<file path="config.mk">
export PLATFORM = sky130hd
export DESIGN_NAME = alu_cmd_driver
export DESIGN_NICKNAME = d
export VERILOG_FILES = /design/src/rtl/alu_pkg.sv /design/src/rtl/alu_latency_counter.sv /design/src/rtl/alu_cmd_driver.sv
export SDC_FILE = /design/constraint.sdc
export NUM_CORES = 1
export LEC_CHECK = 0
export CAP_MARGIN = 25
export CORE_UTILIZATION = 39
export CTS_BUF_LIST = sky130_fd_sc_hd__clkbuf_8 sky130_fd_sc_hd__clkbuf_16
export DETAILED_ROUTE_END_ITERATION = 10
export HOLD_SLACK_MARGIN = 0.1
export PLACE_DENSITY = 0.75
export SLEW_MARGIN = 20
export SYNTH_ARGS = -nofsm -noshare
export SYNTH_HDL_FRONTEND = slang
export SYNTH_SLANG_ARGS = --single-unit
</file>
<file path="constraint.sdc">
create_clock -name clk -period 1.4 [get_ports clk]
set_clock_uncertainty 0.05 [all_clocks]
set_input_delay 0.21 -clock clk [delete_from_list [all_inputs] [get_ports clk]]
set_output_delay 0.21 -clock clk [all_outputs]
set_load 0.005 [all_outputs]
</file>
<file path="src/rtl/alu_pkg.sv">
// Shared definitions for the ALU command driver: op encodings, FSM state type
// and the default datapath width.
package alu_pkg;

    localparam int DEFAULT_WIDTH = 4;

    localparam logic [1:0] OP_CLEAR = 2'b00;
    localparam logic [1:0] OP_ADD   = 2'b01;
    localparam logic [1:0] OP_SUB   = 2'b10;
    localparam logic [1:0] OP_HOLD  = 2'b11;

    typedef enum logic [1:0] {
        ST_IDLE    = 2'd0,
        ST_ISSUE   = 2'd1,
        ST_CAPTURE = 2'd2,
        ST_RESP    = 2'd3
    } state_t;

endpackage

</file>
<file path="src/rtl/alu_latency_counter.sv">
// Down-counter that times the ALU issue window: load, decrement, zero flag.
module alu_latency_counter #(
    parameter int CNT_W = 4
) (
    input  logic             clk,
    input  logic             rst,
    input  logic             i_load,
    input  logic [CNT_W-1:0] i_load_val,
    input  logic             i_dec,
    output logic             o_zero
);

    logic [CNT_W-1:0] r_count;

    always_ff @(posedge clk) begin
        if (rst) begin
            r_count <= '0;
        end else if (i_load) begin
            r_count <= i_load_val;
        end else if (i_dec) begin
            r_count <= r_count - 1'b1;
        end
    end

    assign o_zero = (r_count == '0);

endmodule

</file>
<file path="src/rtl/alu_cmd_driver.sv">
// Valid/ready front end for the registered add/sub ALU; one command in flight.
// Optional self-check against an internal model: define ALU_CMD_DRIVER_CHECK_EN.
module alu_cmd_driver
    import alu_pkg::*;
#(
    parameter int WIDTH       = DEFAULT_WIDTH,
    parameter int ALU_LATENCY = 1
) (
    input  logic             clk,
    input  logic             rst,
    input  logic             cmd_valid,
    output logic             cmd_ready,
    input  logic [1:0]       cmd_op,
    input  logic [WIDTH-1:0] cmd_x,
    input  logic [WIDTH-1:0] cmd_y,
    output logic [WIDTH-1:0] alu_x,
    output logic [WIDTH-1:0] alu_y,
    output logic [1:0]       alu_ctrl,
    input  logic [WIDTH-1:0] alu_result,
    output logic             rsp_valid,
    input  logic             rsp_ready,
    output logic [WIDTH-1:0] rsp_data,
`ifdef ALU_CMD_DRIVER_CHECK_EN
    output logic             chk_err,
`endif
    output logic [1:0]       dbg_state,
    output logic             busy
);

    // Handshakes: a transfer happens on any rising edge where valid and ready
    // are both high; valid must then hold with stable payload until that edge.

    localparam int         CNT_W  = 4;
    localparam logic [3:0] LAT_M1 = 4'(ALU_LATENCY - 1);

    state_t           r_state;
    logic [WIDTH-1:0] r_alu_x;
    logic [WIDTH-1:0] r_alu_y;
    logic [1:0]       r_alu_ctrl;
    logic             r_rsp_valid;
    logic [WIDTH-1:0] r_rsp_data;
    logic             r_cmd_ready;
    logic             r_busy;

    logic w_accept;
    logic w_cnt_dec;
    logic w_cnt_zero;

    assign w_accept  = (r_state == ST_IDLE) && cmd_valid;
    assign w_cnt_dec = (r_state == ST_ISSUE) && !w_cnt_zero;

    alu_latency_counter #(
        .CNT_W (CNT_W)
    ) u_lat_cnt (
        .clk        (clk),
        .rst        (rst),
        .i_load     (w_accept),
        .i_load_val (LAT_M1),
        .i_dec      (w_cnt_dec),
        .o_zero     (w_cnt_zero)
    );

    always_ff @(posedge clk) begin
        if (rst) begin
            r_state     <= ST_IDLE;
            r_alu_x     <= '0;
            r_alu_y     <= '0;
            r_alu_ctrl  <= OP_HOLD;
            r_rsp_valid <= 1'b0;
            r_rsp_data  <= '0;
            r_cmd_ready <= 1'b1;
            r_busy      <= 1'b0;
        end else begin
            case (r_state)
                ST_IDLE: begin
                    r_alu_ctrl <= OP_HOLD;
                    if (cmd_valid) begin
                        r_alu_x     <= cmd_x;
                        r_alu_y     <= cmd_y;
                        r_alu_ctrl  <= cmd_op;
                        r_cmd_ready <= 1'b0;
                        r_busy      <= 1'b1;
                        r_state     <= ST_ISSUE;
                    end
                end
                ST_ISSUE: begin
                    // Drop back to hold so the ALU keeps the result we are about to read.
                    if (w_cnt_zero) begin
                        r_alu_ctrl <= OP_HOLD;
                        r_state    <= ST_CAPTURE;
                    end
                end
                ST_CAPTURE: begin
                    r_rsp_data  <= alu_result;
                    r_rsp_valid <= 1'b1;
                    r_state     <= ST_RESP;
                end
                ST_RESP: begin
                    if (rsp_ready) begin
                        r_rsp_valid <= 1'b0;
                        r_cmd_ready <= 1'b1;
                        r_busy      <= 1'b0;
                        r_state     <= ST_IDLE;
                    end
                end
                default: begin
                    r_alu_ctrl  <= OP_HOLD;
                    r_rsp_valid <= 1'b0;
                    r_cmd_ready <= 1'b1;
                    r_busy      <= 1'b0;
                    r_state     <= ST_IDLE;
                end
            endcase
        end
    end

`ifdef ALU_CMD_DRIVER_CHECK_EN
    logic [WIDTH-1:0] r_exp;
    logic             r_chk_err;

    // Hold is predicted from the last returned response, which is what the ALU still holds.
    always_ff @(posedge clk) begin
        if (rst) begin
            r_exp     <= '0;
            r_chk_err <= 1'b0;
        end else begin
            if (w_accept) begin
                case (cmd_op)
                    OP_CLEAR: r_exp <= '0;
                    OP_ADD:   r_exp <= cmd_x + cmd_y;
                    OP_SUB:   r_exp <= cmd_x - cmd_y;
                    default:  r_exp <= r_rsp_data;
                endcase
            end
            if ((r_state == ST_CAPTURE) && (alu_result != r_exp)) begin
                r_chk_err <= 1'b1;
            end
        end
    end

    assign chk_err = r_chk_err;
`endif

    assign alu_x     = r_alu_x;
    assign alu_y     = r_alu_y;
    assign alu_ctrl  = r_alu_ctrl;
    assign rsp_valid = r_rsp_valid;
    assign rsp_data  = r_rsp_data;
    assign cmd_ready = r_cmd_ready;
    assign busy      = r_busy;
    assign dbg_state = r_state;

endmodule
</file>
Word-level counts from Yosys, hierarchy flattened
Cells that the tools add are included.
{"block": "totals", "in_bits": 18, "register_bits": 23, "out_inout_bits": 19, "wordCells": 44}
{"block": "classes", "mux": 14, "n_reduce_logical": 14, "n_addsub": 1, "eq_ne": 6}
{"operator": "2-to-1 mux 2 bit", "n": 5}
{"operator": "one-hot mux 2 bit (4 select lines)", "n": 1}
{"operator": "!= test 2 bit, second input constant", "n": 3}
{"operator": "one-hot mux 1 bit (2 select lines)", "n": 3}
{"operator": "AND reduction 2 bit", "n": 3}
{"operator": "AND reduction 3 bit", "n": 2}
{"operator": "nonzero test 2 bit", "n": 3}
{"operator": "equality test 2 bit, second input constant", "n": 2}
{"operator": "zero test 4 bit", "n": 1}
{"operator": "2-to-1 mux 1 bit", "n": 4}
{"operator": "one-hot mux 2 bit (2 select lines)", "n": 1}
{"operator": "subtractor 4 x 1 -> 4 bit, second input constant", "n": 1}
{"operator": "equality test 2 x 1 -> 1 bit, second input constant", "n": 1}
{"operator": "logical AND 1 bit", "n": 2}
{"operator": "zero test 2 bit", "n": 1}
{"operator": "OR reduction 2 bit", "n": 1}
{"operator": "zero test 1 bit", "n": 1}

Depth between registers and ports, before layout
{"block": "logic_depth", "ltp_word": 3, "mapped_depth": 6}

Modules after synthesis
A second synthesis with hierarchy kept.
{"block": "hier_totals", "cells_unflattened": 122, "hier_area_um2": 1108.6}
{"mod": "alu_cmd_driver", "instances": 1, "area_per_inst_um2": 875.8, "cells_per_inst": 96, "seq_area_each_um2": 380.4}
{"mod": "alu_latency_counter", "instances": 1, "area_per_inst_um2": 232.7, "cells_per_inst": 26, "seq_area_each_um2": 80.1}

Worst setup path after synthesis
No wires, ideal clock.
{"block": "synth_timing", "path_type": "reg-to-reg", "start": "register u_lat_cnt.r_count[0]", "end": "register r_state[0] (netlist: dbg_state[0])", "t_arrival_ps": 1442, "setup_time_ps": 86, "n_path_buf": 0, "stages_incl_launch_ff": 6, "path_slack_ps": -177, "required_time_ps": 1264, "path_cell_list": "dfxtp_1 inv_1 ha_1 or3b_4 a211o_1 a211oi_1"}
{"block": "synth_between", "elab_chain_len": 3}
{"item": "start: declaration", "line": "alu_latency_counter.sv:13", "text": "logic [CNT_W-1:0] r_count;"}
{"item": "start signal: assignment", "line": "alu_latency_counter.sv:19", "text": "r_count <= i_load_val;"}
{"item": "start signal: assignment", "line": "alu_latency_counter.sv:21", "text": "r_count <= r_count - 1'b1;"}
{"item": "zero test 4 bit", "line": "alu_latency_counter.sv:25", "text": "assign o_zero = (r_count == '0);"}
{"item": "!= test 2 bit (no source line)"}
{"item": "AND reduction 3 bit (no source line)"}
{"item": "end signal: assignment", "line": "alu_cmd_driver.sv:65", "text": "r_state <= ST_IDLE;"}
{"item": "end signal: assignment", "line": "alu_cmd_driver.sv:83", "text": "r_state <= ST_ISSUE;"}
{"item": "end signal: assignment", "line": "alu_cmd_driver.sv:90", "text": "r_state <= ST_CAPTURE;"}
{"item": "end: declaration", "line": "alu_cmd_driver.sv:36", "text": "state_t r_state;"}
No other way between the ends.
A chain may end at the register's enable or synchronous reset.

Worst setup path after layout
Ends and elaborated chain as after synthesis.

==> flow_summary.yaml <==
critical_path:
  path_cells: "inv_2 > ha_4 > or3b_4 > a211o_1 > a211oi_2"
  path_max_fanout: 4
  critical_path_arrival_ps: 1670
  critPathMaxStageDelay_ps: 410
  end_kind: "flop"
  timing.rr.start: "u_lat_cnt.r_count[0]"
  slowest_stage: "or3b_4"
  required_ps: 1540
  worst_setup_path_start_kind: "flop"
  crit_path_start: "u_lat_cnt.r_count[0]"
  path_class: "reg -> reg"
logic_synthesis:
  synth.top_cell.area_share_pct: 45.9
  syn_area_um2: 1000
  yosys_warnings: 0
  synth.distinct_cells: 27
  synth_nets: 138
  yosysSeqAreaShare_pct: 45.9
  syn_inst: 115
  synthTopCellsByArea: "dfxtp_1, a21oi_1, nand2_1, ha_1, mux2i_1"
  yosysTopAreaCell: "dfxtp_1"
  synth_seq_cells: 23
  syn_avg_cell_area_um2: 8.73
routing:
  ant_nets: 0
  via_per_inst: 4.95
  vias: 994
  drtPass1Iterations: 4
  wl_per_cell_um: 12.9
  drtIter0Drc: 3
  wl_mm: 2.58
  drc: 0
power:
  seqPwrFrac_pct: 35.8
  clkPwrFrac_pct: 17.3
  totalPowerFinal_uw: 2340
  p_leak_uw: 0.000850
  combinationalPowerShare_pct: 46.9
  ir_drop_mv: 1.07
  power_density_nw_per_um2: 1380
  power_switching_uw: 752
  power.internal_uw: 1590
  switching_share_pct: 32.1
placed_design:
  post-place-cells: 194
  port_buffers: 36
  place_area_um2: 1560
  dp.final_hpwl_mm: 1.92
  globalplace.congestion: 0.715
die:
  rows: 18
  die-area_um2: 2780
  io_pins: 37
  die_w_um: 52.7
  die_h_um: 52.7
  initial_utilization_pct: 40.9
  core-area_um2: 2450
sta:
  worstMarginPinSlew_ps: 270
  slew_headroom_pct: 81.9
  hold_violations: 0
  finalCritPeriodShare_pct: 110
  setup_violations: 7
  final-max-slew-violation-count: 0
  fin_ws_ps: -135
  fin_crit_ps: 1540
  fmax_ghz: 0.651
  rsz0062_at_grt: "yes"
  fin_hold_ws_ps: 410
  fin_tns_setup_ps: -642
global_route:
  grt.met2_usage_pct: 37.6
  busiest_layer: "met2"
  grt_overflow: 0
  grtUsageTotal_pct: 20.7
  met1_usage_pct: 23.1
  grt_pass1_wl_mm: 4.20
  grt_pass1_vias: 1038
  antenna_found_initial: 0
  grt_start_max_net_pins: 14
  use_met3_pct: 5.51
min_path:
  hp-class: "reg -> reg"
  hold_start: "alu_y[1]"
clocking:
  cts_tree: "yes"
  cts_root_buf: "clkbuf_8"
  clkSlewWorstSetupHoldPaths_ps: 80
  clk_latency_ps: 260
  cts.sinks: 23
  h-tree-depth: 1
  cts_buffers: 3
  cts_buffer_depth: 2
  cts_hold_buf: 0
finish:
  fill_cells: 196
  layout-drive-gt1-share_pct: 29.2
  antenna_cells: 0
  fin_area_um2: 1700
  fin_cells: 201
  area_delta_synth_final_pct: 69.2
  final_nets: 195
status:
  status: "finished with violations"
  violations: "setup timing"
flow_run:
  timing.max_cap.violations: 0
## power by group through the flow
stage / Clock, uW / Combinational [uW] / Sequential [uW]
after floorplan: 0 / 485 / 857
after global placement: 0 / 1010 / 838
after detailed placement: 0 / 1030 / 845
after CTS: 424 / 1050 / 836
after global routing: 455 / 1210 / 854
final: 406 / 1100 / 839
## routing by layer
layer | vias to the layer above | routed length [um]
li1 | 499 | -
met1 | 461 | 1090
met2 | 29 | 1330
met3 | 5 | 134
met4 | 0 | 29
met5 | - | 0
## repair_timing
item | in CTS | in global routing
setup buffers | 2 | 1
setup endpoints to repair | 12 | 39
resized for setup | 6 | 25
pin swaps | 1 | 2
## path summary, 6_finish.rpt
kind	end	depth (start not counted)	slack [ps]
setup / recovery	dbg_state[0]	5	-140
hold / removal	alu_y[1]	2	410
setup reg to reg	dbg_state[0]	5	-140
hold reg to reg	alu_y[1]	2	410
## final cells by class
class / instances / area, um2 / area share (%)
multi-input cells: 80 / 563 / 33.2
clock inverters: 1 / 5.00 / 0.295
inverters: 6 / 22.5 / 1.33
repair buffers: 58 / 557 / 32.8
well taps: 30 / 37.5 / 2.21
flip-flops and latches: 23 / 472 / 27.8
clock buffers: 3 / 41.3 / 2.43
## logic make-up after synthesis
logic type	count (synthesis)	synth area share [%]
buf+inv	12	4.49
mux	5	4.99
xor+xnor	1	0.873
simple gates	42	20.9
fa+ha+maj	5	6.23
flops	23	45.9
compound gates	27	16.6
## cells in the mapped netlist
library cell and number:
a2111oi_0 1, a211o_1 1, a211oi_1 1, a21oi_1 14, a311oi_1 1, and2_1 1, and4bb_2 1, clkbuf_1 6
dfxtp_1 23, ha_1 5, inv_1 6, mux2i_1 5, nand2_1 18, nand2b_1 3, nand3_1 1, nor2_1 6
nor2b_1 4, nor3_1 4, nor3b_1 1, o211ai_1 1, o21ai_0 3, o21ba_2 1, o21bai_1 4, or3_1 1
or3b_4 1, or4_1 1, xor2_1 1
## cells in the final DEF (no fill, tap or decap), types with 2 or more instances in the layout
master / n
dfxtp_1: 14
nor3_1: 2
clkbuf_8: 3
dlymetal6s2s_1: 12
inv_2: 2
ha_2: 2
nand2b_1: 3
a21oi_1: 13
clkdlybuf4s50_1: 22
o21bai_1: 4
nor3_2: 2
mux2i_1: 5
dlygate4sd2_1: 2
o21ai_0: 3
ha_1: 2
nor2_1: 6
inv_1: 4
nor2b_1: 3
nand2_1: 17
dfxtp_2: 9
buf_4: 21
## per-stage QoR
stage               setup slack [ps]  util (%)
finish                          -135      69.2
floorplan                      -92.9         -
detailed placement              -152      63.4
global placement               -96.3      63.4
CTS                             -145      66.3
global route                    -212      69.2
## registers in the layout, summed over array words and instances, names as in the netlist
name	cells
dbg_state	2
u_lat_cnt.r_count	4
rsp_valid	1
cmd_ready	1
busy	1
alu_x	4
alu_y	4
rsp_data	4
alu_ctrl	2
## critical path: cells and delay by family, from the launching register on
| kind | cells | cell delay, ps |
|---|---|---|
| fa+ha+maj | 1 | 120 |
| buf+inv | 1 | 70 |
| flops | 1 | 330 |
| simple gates | 1 | 410 |
| compound gates | 2 | 480 |
(Power assumes the default switching activity.)
==> RTL change: new RTL, same settings <==
`CNT_W` is set to 4 in 2 places; all go to 5.
--- a/src/rtl/alu_latency_counter.sv
+++ b/src/rtl/alu_latency_counter.sv
@@ -2,3 +2,3 @@
 module alu_latency_counter #(
-    parameter int CNT_W = 4
+    parameter int CNT_W = 5
 ) (
--- a/src/rtl/alu_cmd_driver.sv
+++ b/src/rtl/alu_cmd_driver.sv
@@ -32,3 +32,3 @@
 
-    localparam int         CNT_W  = 4;
+    localparam int         CNT_W  = 5;
     localparam logic [3:0] LAT_M1 = 4'(ALU_LATENCY - 1);
Function: no difference found for any inputs over 10 cycles, from zero or initial values and one cycle with rst high; that may be too few to reach the edited logic, so the function may still have changed.
==> RTL change against the original RTL <==
- the run still ends with setup timing left
- design area increased by 7.1%
- synthesized area increased by 6.0%
- first-iteration DRC count increased to 3.3 times the old value
- clock power increased by 17%
- sequential cell count increased by 1
- setup slack got worse by 0.12 ns
- power increased by 7.3%
- routed wire length increased by 5.0%
- largest power group unchanged
- cell count increased by 5.0%
==> RTL change: results (changes against the original RTL) <==
cp.arrival_ns: 1.76  # +0.09 ns
dp_cells: 203  # +4.6%
gp_congestion: 0.715  # about the same
dp_slack_ns: -0.276  # -0.125 ns
placed_area_mm2: 0.00164  # +5.2%
outcome: "finished, violations left"
holdWs_ns: 0.413  # +0.00313 ns
routed_wirelength_mm: 2.71  # +5.0%
htreeDepth: 1  # unchanged
firstDrtPassIters: 4  # unchanged
initialDrtViolationCount: 10  # +7
drive_above_1_share_pct: 30.9  # +1.7 points
relSlewSlack_pct: 79.3  # -2.6 points
vias: 1045  # +5.1%
syn_avg_cell_area_um2: 8.79  # +0.73%
grt_pass1_vias: 945  # -9.0%
numCtsBuffers: 3  # unchanged
root_buffer: "clkbuf_8"
grt_usage_pct: 20.2  # -0.50 points
grt_pass1_wl_mm: 4.16  # -0.83%
fillCellCount: 200  # +2.0%
worst_slack_ns: -0.260  # -0.125 ns
clock_latency_ns: 0.27
max_stage_delay_ns: 0.49  # +0.08 ns
cp_max_fo: 3  # -1
ys_types: 26  # -3.7%
syn_nets: 145  # +5.1%
finalSetupViolations: 11  # +4
hpwlAfterDp_mm: 1.99  # +4.1%
ys_top_cells_by_count: "24 x dfxtp_1, 18 x nand2_1, 15 x a21oi_1, 7 x inv_1, 7 x nor2_1"
crit_slowest_cell: "or4b_4"
antennaDiodeCount: 0  # unchanged
critPathTopFamily: "simple AND/OR/NAND/NOR gates"
peakVddDrop_mv: 1.01  # -5.9%
failed_checks: "setup timing"
avgViaCountPerCell: 4.95  # +0.15%
leakagePower_nw: 0.868  # +2.1%
ys_seq_area_share_pct: 45.2  # -0.71 points
ys_top_cells_by_area: "dfxtp_1 45%, a21oi_1 7.1%, ha_1 7.1%"
fin_setup_tns_ns: -1.38  # -0.742 ns
[RTL change: power by group]
part | internal (mW) | switching (mW) | total [mW]
clock network | 0.251 | 0.223 | 0.474
logic | 0.656 | 0.507 | 1.16
registers | 0.808 | 0.0681 | 0.876
total | 1.72 | 0.798 | 2.51
[RTL change: area by class of cell]
class | count | area (µm²) | area share (%)
clock buffer | 4 | 55.1 | 3.03
multi-input combinational | 84 | 626 | 34.4
inverter | 7 | 26.3 | 1.44
timing repair buffer | 62 | 584 | 32.1
sequential | 24 | 490 | 27.0
tap | 30 | 37.5 | 2.06
[RTL change: worst reg2reg max path: cells and delay by family, from the launching register on]
kind | cells | cell delay [ns]
compound gates | 2 | 0.20
fa+ha+maj | 1 | 0.13
flops | 1 | 0.33
buf+inv | 3 | 0.34
simple gates | 1 | 0.49
[RTL change: path summary, 6_finish.rpt]
kind | start | endpoint | cells after the start
worst max-delay path | u_lat_cnt.r_count[1] | u_lat_cnt.r_count[1] | 7
worst min-delay path | alu_x[1] | alu_x[1] | 2
worst min register to register | alu_x[1] | alu_x[1] | 2
worst max register to register | u_lat_cnt.r_count[1] | u_lat_cnt.r_count[1] | 7
[RTL change: cells by family after synthesis]
group                    synth area share [%]
buffers and inverters                    4.59
AO/OA/AOI/OAI                            17.3
flip-flops                               45.2
adder cells (fa/ha/maj)                  7.06
AND/OR/NAND/NOR                          20.2
multiplexers                             5.65
[RTL change: what timing repair did]
action                     4_1_cts  5_1_grt
setup endpoints to repair       23       34
gates resized for setup         14       21
pin swaps                        4        1
setup buffers                    3        1
[RTL change: routing by layer]
layer  GRT usage, %  up-vias  wire length (µm)
met5              0        -                 0
met4           7.69        0                28
met3           6.39        3               158
met2           36.2       28              1410
met1           21.9      481              1110
li1               -      533                 -
